**config.mk**
```make
export PLATFORM = sky130hd
export DESIGN_NAME = instr_encoder
export DESIGN_NICKNAME = d
export VERILOG_FILES = /design/src/rtl/instr_encoder.sv
export SDC_FILE = /design/constraint.sdc
export NUM_CORES = 1
export LEC_CHECK = 0
export ABC_AREA = 1
export BUFFER_PORTS_ARGS = -buffer_cell sky130_fd_sc_hd__buf_2
export CORE_MARGIN = 2
export CORE_UTILIZATION = 47
export DETAILED_ROUTE_END_ITERATION = 6
export GPL_TIMING_DRIVEN = 1
export PLACE_DENSITY = 0.84
export SLEW_MARGIN = 0
export SYNTH_ARGS = -nofsm -noshare
export SYNTH_HDL_FRONTEND = slang
export SYNTH_SLANG_ARGS = --single-unit
export TNS_END_PERCENT = 1
```
**constraint.sdc**
```tcl
create_clock -name clk -period 2.5 [get_ports clk]
set_input_delay 0.5 -clock clk [delete_from_list [all_inputs] [get_ports clk]]
set_output_delay 0.5 -clock clk [all_outputs]
set_load 0.01 [all_outputs]
```
**src/rtl/instr_encoder.sv**
```systemverilog
// RV32I instruction encoder: packs fields plus a signed immediate into an R/I/S/B/U/J word,
// flags out-of-range or misaligned immediates, and streams through a two-stage valid/ready pipeline.
module instr_encoder #(
  parameter int ERR_COUNT_W = 8
) (
  input  logic                   clk,
  input  logic                   rst,
  input  logic                   in_valid,
  output logic                   in_ready,
  input  logic [2:0]             in_fmt,
  input  logic [6:0]             in_opcode,
  input  logic [4:0]             in_rd,
  input  logic [4:0]             in_rs1,
  input  logic [4:0]             in_rs2,
  input  logic [2:0]             in_funct3,
  input  logic [6:0]             in_funct7,
  input  logic [31:0]            in_imm,
  output logic                   out_valid,
  input  logic                   out_ready,
  output logic [31:0]            out_instr,
  output logic                   out_err,
  output logic [ERR_COUNT_W-1:0] err_count
);

  localparam logic [2:0]  FMT_R = 3'd0;
  localparam logic [2:0]  FMT_I = 3'd1;
  localparam logic [2:0]  FMT_S = 3'd2;
  localparam logic [2:0]  FMT_B = 3'd3;
  localparam logic [2:0]  FMT_U = 3'd4;
  localparam logic [2:0]  FMT_J = 3'd5;
  localparam logic [31:0] NOP_WORD = 32'h0000_0013;

  logic        enc_legal;
  logic [31:0] enc_word;
  logic [31:0] enc_instr;

  logic        s1_valid;
  logic [31:0] s1_instr;
  logic        s1_err;
  logic        s2_valid;
  logic        s2_load;
  logic        s1_load;

  // An immediate fits when every bit above the field's sign bit matches it
  always_comb begin
    enc_legal = 1'b0;
    enc_word  = NOP_WORD;
    case (in_fmt)
      FMT_R: begin
        enc_legal = 1'b1;
        enc_word  = {in_funct7, in_rs2, in_rs1, in_funct3, in_rd, in_opcode};
      end
      FMT_I: begin
        enc_legal = (&in_imm[31:11]) | ~(|in_imm[31:11]);
        enc_word  = {in_imm[11:0], in_rs1, in_funct3, in_rd, in_opcode};
      end
      FMT_S: begin
        enc_legal = (&in_imm[31:11]) | ~(|in_imm[31:11]);
        enc_word  = {in_imm[11:5], in_rs2, in_rs1, in_funct3, in_imm[4:0], in_opcode};
      end
      FMT_B: begin
        enc_legal = ((&in_imm[31:12]) | ~(|in_imm[31:12])) & ~in_imm[0];
        enc_word  = {in_imm[12], in_imm[10:5], in_rs2, in_rs1, in_funct3,
                     in_imm[4:1], in_imm[11], in_opcode};
      end
      FMT_U: begin
        enc_legal = ~(|in_imm[11:0]);
        enc_word  = {in_imm[31:12], in_rd, in_opcode};
      end
      FMT_J: begin
        enc_legal = ((&in_imm[31:20]) | ~(|in_imm[31:20])) & ~in_imm[0];
        enc_word  = {in_imm[20], in_imm[10:1], in_imm[11], in_imm[19:12], in_rd, in_opcode};
      end
      default: begin
        enc_legal = 1'b0;
        enc_word  = NOP_WORD;
      end
    endcase
  end

  // Illegal words collapse to a NOP so no partial encoding ever leaves the block
  assign enc_instr = enc_legal ? enc_word : NOP_WORD;

  assign s2_load   = !s2_valid || out_ready;
  assign s1_load   = !s1_valid || s2_load;
  assign in_ready  = s1_load;
  assign out_valid = s2_valid;

  always_ff @(posedge clk or posedge rst) begin
    if (rst) begin
      s1_valid <= 1'b0;
      s1_instr <= 32'h0;
      s1_err   <= 1'b0;
    end else if (s1_load) begin
      s1_valid <= in_valid;
      if (in_valid) begin
        s1_instr <= enc_instr;
        s1_err   <= !enc_legal;
      end
    end
  end

  // S2 only overwrites its word when it is empty or the current word is being taken
  always_ff @(posedge clk or posedge rst) begin
    if (rst) begin
      s2_valid  <= 1'b0;
      out_instr <= 32'h0;
      out_err   <= 1'b0;
    end else if (s2_load) begin
      s2_valid <= s1_valid;
      if (s1_valid) begin
        out_instr <= s1_instr;
        out_err   <= s1_err;
      end
    end
  end

  always_ff @(posedge clk or posedge rst) begin
    if (rst) begin
      err_count <= '0;
    end else if (out_valid && out_ready && out_err && (err_count != {ERR_COUNT_W{1'b1}})) begin
      err_count <= err_count + 1'b1;
    end
  end

endmodule

```
==> summary.txt <==
Clock network
  • CTS tree: done
  • Worst-path clk slew: 0.08 ns
  • CTS Root Cell: clkbuf_8
  • Clk Latency, worst-skew pair: 0.34 ns
  • Clock buffer depth: 2
  • Post-CTS setup buffer count: 0
  • H-tree depth: 3
  • CTS Sinks: 76
  • Cts hold-fix bufs: 0
  • PostCTS Resize Cnt: 0
  • TritonCTS buffer count: 9

Logic synthesis
  • Syn nets: about 580
  • Number of synthesized flops with an enable pin: 0
  • Most repeated cell in the gate-level netlist after synthesis: nand2_1
  • Synthesized cell area: 0.00393 sq mm
  • #FFs+latches synth: 76
  • Yosys top cell area share: 0.484
  • Synth Flop Type: dfrtp_1
  • Cells after synthesis: 503
  • Area leader, netlist: dfrtp_1
  • Sequential share of the synthesized area: 0.484
  • Post-synthesis cell type count: 31
  • Syn avg cell area: 7.82 sq um
  • Area contributors post-synth: dfrtp_1 48%, nand2_1 19%, mux2_2 8.3%
  • Post-synth top cells: 197 x nand2_1, 76 x dfrtp_1, 54 x nor2_1
  • Async set-reset flop share out of synthesis: 1.00
  • Synth Warn #: 0

Routing
  • DRT Pass-1 Iters: 4
  • Top Layer Used: met4
  • Routed met1 length: 4500 um
  • Initial DRC count: 250
  • Vias per inst: 4.97
  • Met3 wire len: 526 um
  • Routed len/inst: approximately 13 um
  • Routed vias: ~3600
  • Total wire length: 9770 um
  • Post-DRT Antenna Nets: 0
  • DRC: 0
  • Routed wl met2: 4600 um

Pwr
  • Pint: 2.12 mW
  • Power per cell area: between 600 and 700 mW/mm^2
  • Switch share: 0.308
  • Static Leak: between 2 and 3 nW
  • Seq pwr share: 0.482
  • Net Switching: about 940 uW
  • Clock power share: 0.295
  • Maximum VDD drop: 0.000331 V
  • Combinational Power Share: 0.222

Floorplan
  • Die H: 95.5 um
  • Full die area: roughly 0.0091 sq mm
  • Core area: 0.00818 sq mm
  • Die width: approximately 95 um
  • Core Rows: 33
  • Initial Util: 0.481
  • # IOs: 114

Setup path
  • Worst-path maximum fanout: 24
  • Worst r2r path cells: 6
  • Critical Path RT: 2.73 ns
  • Cells along the critical path: buf_2, inv_2, nand2_1, inv_2, a21oi_2, nand3_2, nand2_1, nand2_1
  • Most frequent CP cell: nand2_1
  • Max stage delay on crit path: 0.44 ns
  • CP Capture Type: flip-flop
  • CP max-delay cell: nand3_2
  • Worst Setup Start Kind: input port
  • Critical path start-end classification: in2reg
  • CP arrival: 2.03 ns

Global route
  • Global-route wire length before repair: 15500 um
  • Total global-route track usage: 0.219
  • Vias in the first global route: 3332
  • Initial antenna violation count: 0
  • Remaining Overflow, GRT: 0
  • Largest net degree at the start of global routing: 77

Flow run
  • Maxcap violations: 0

STA
  • Max Clock Skew: 0.00956 ns
  • Worst Setup Slack, final: 0.696 ns
  • Setup TNS Final: 0 ns
  • Slew headroom: 0.606
  • Period Utilization, post-route: 0.722
  • Min cycle time layout: 1.80 ns
  • Final Max Slew Viols: 0
  • Measured slew at the worst slew-check pin: 0.591 ns
  • Final setup vio count: 0
  • RSZ-0062 raised after global routing: false
  • Final hold slack: 0.247 ns
  • Max Fclk: 554 MHz
  • Fin. Hold Viols: 0

Min path
  • Worst Hold Class: in2async

Place
  • Placer congestion estimate: between 0.9 and 1
  • Pre-CTS WS: 0.360 ns
  • Buffers on Ports: 113
  • Final HPWL DP: 7340 um

Status
  • Outcome: completed

Layout
  • Area growth, synth to finish: 21.8%
  • Layout cells sized above 1: 0.275
  • Nets: between 600 and 700
  • ANT cells: 0
==> sequential cells by signal, indices dropped and copies added (netlist names) <==
name / cells
out_instr: 32
out_err: 1
err_count: 8
s1_instr: 32
out_valid: 1
s1_err: 1
s1_valid: 1
==> stage by stage <==
step / power [mW] / instance area (sq um) / util / std cells
finish: 3.06 / 4790 / 0.586 / 727
global route: 3.23 / 4790 / 0.586 / 727
CTS: 3.08 / 4790 / 0.586 / 727
detailed placement: 2.18 / 4600 / 0.562 / 711
global placement: 2.15 / 4600 / 0.562 / 711
floorplan: 1.89 / 3930 / - / 503
==> worst max-delay path, delay by kind of cell <==
| family | cells | cell delay, ns |
|---|---|---|
| AND/OR/NAND/NOR | 4 | 0.84 |
| buffers and inverters | 3 | 0.52 |
| AO/OA/AOI/OAI | 1 | 0.16 |
==> power by group through the flow <==
| stage | clock (mW) | sequential, mW | combinational, mW |
|---|---|---|---|
| final | 0.902 | 1.47 | 0.680 |
| after global routing | 0.981 | 1.49 | 0.761 |
| after CTS | 0.920 | 1.47 | 0.686 |
| after detailed placement | 0 | 1.50 | 0.685 |
| after global placement | 0 | 1.49 | 0.665 |
| after floorplan | 0 | 1.53 | 0.362 |
==> layout make-up <==
cell class                 count  area, sq um
clock buffer                  11          131
clock inverter                 5         62.6
fill                         754         3380
inverter                      58          218
multi-input combinational    355         1740
sequential                    76         1900
tap                          105          131
timing repair buffer         117          608
==> path summary, 6_finish.rpt <==
check                             start            to  slack [ns]
setup / recovery              in_fmt[2]   s1_instr[6]        0.70
hold / removal                      rst  s1_instr[30]        0.25
setup reg to reg              out_valid  s1_instr[16]        0.78
hold reg to reg            s1_instr[20]  s1_instr[20]        0.48
max in group asynchronous           rst  s1_instr[18]        1.96
min in group clk              out_ready     out_valid        0.45
==> routing by layer <==
layer / GRT usage / vias to the layer above
met5: 0 / -
met4: 0.0952 / 0
met3: 0.0324 / 12
met2: 0.337 / 108
met1: 0.308 / 1697
li1: - / 1793
==> layout by cell type, fill, tap and decap left out <==
cell type,synthesis,final
nand3_2,1,1
o21ai_0,20,20
nand4_1,2,2
buf_12,0,1
o211ai_1,2,2
a211oi_1,1,1
nand2_1,197,197
a31oi_1,1,1
mux2_2,29,29
nand4_2,1,1
o221ai_1,5,5
clkinvlp_4,0,2
nand3_1,19,19
clkbuf_8,0,9
xnor2_1,3,3
clkinv_4,0,2
o22ai_1,1,1
a21oi_2,1,1
a21oi_1,7,7
and3_1,1,1
nor2_2,1,1
clkbuf_1,6,2
nor3_1,2,2
bufinv_16,0,1
o31ai_2,1,1
buf_4,0,3
xor2_1,3,3
nor2_4,1,1
nor2_1,54,54
buf_2,6,113
clkinv_1,1,1
ha_1,1,1
inv_2,4,5
inv_1,53,52
o21ai_1,1,1
dfrtp_1,76,76
==> cells by family after synthesis <==
logic type / after synthesis / synth area share
and+or+nand+nor: 279 / 0.281
DFF: 76 / 0.484
buffers and inverters: 72 / 0.0744
AOI/OAI and AO/OA: 40 / 0.0611
muxes: 29 / 0.0830
xor gates and xnor gates: 6 / 0.0134
adders and majority gates: 1 / 0.00318
No activity file was read; power rests on OpenSTA's default activity.
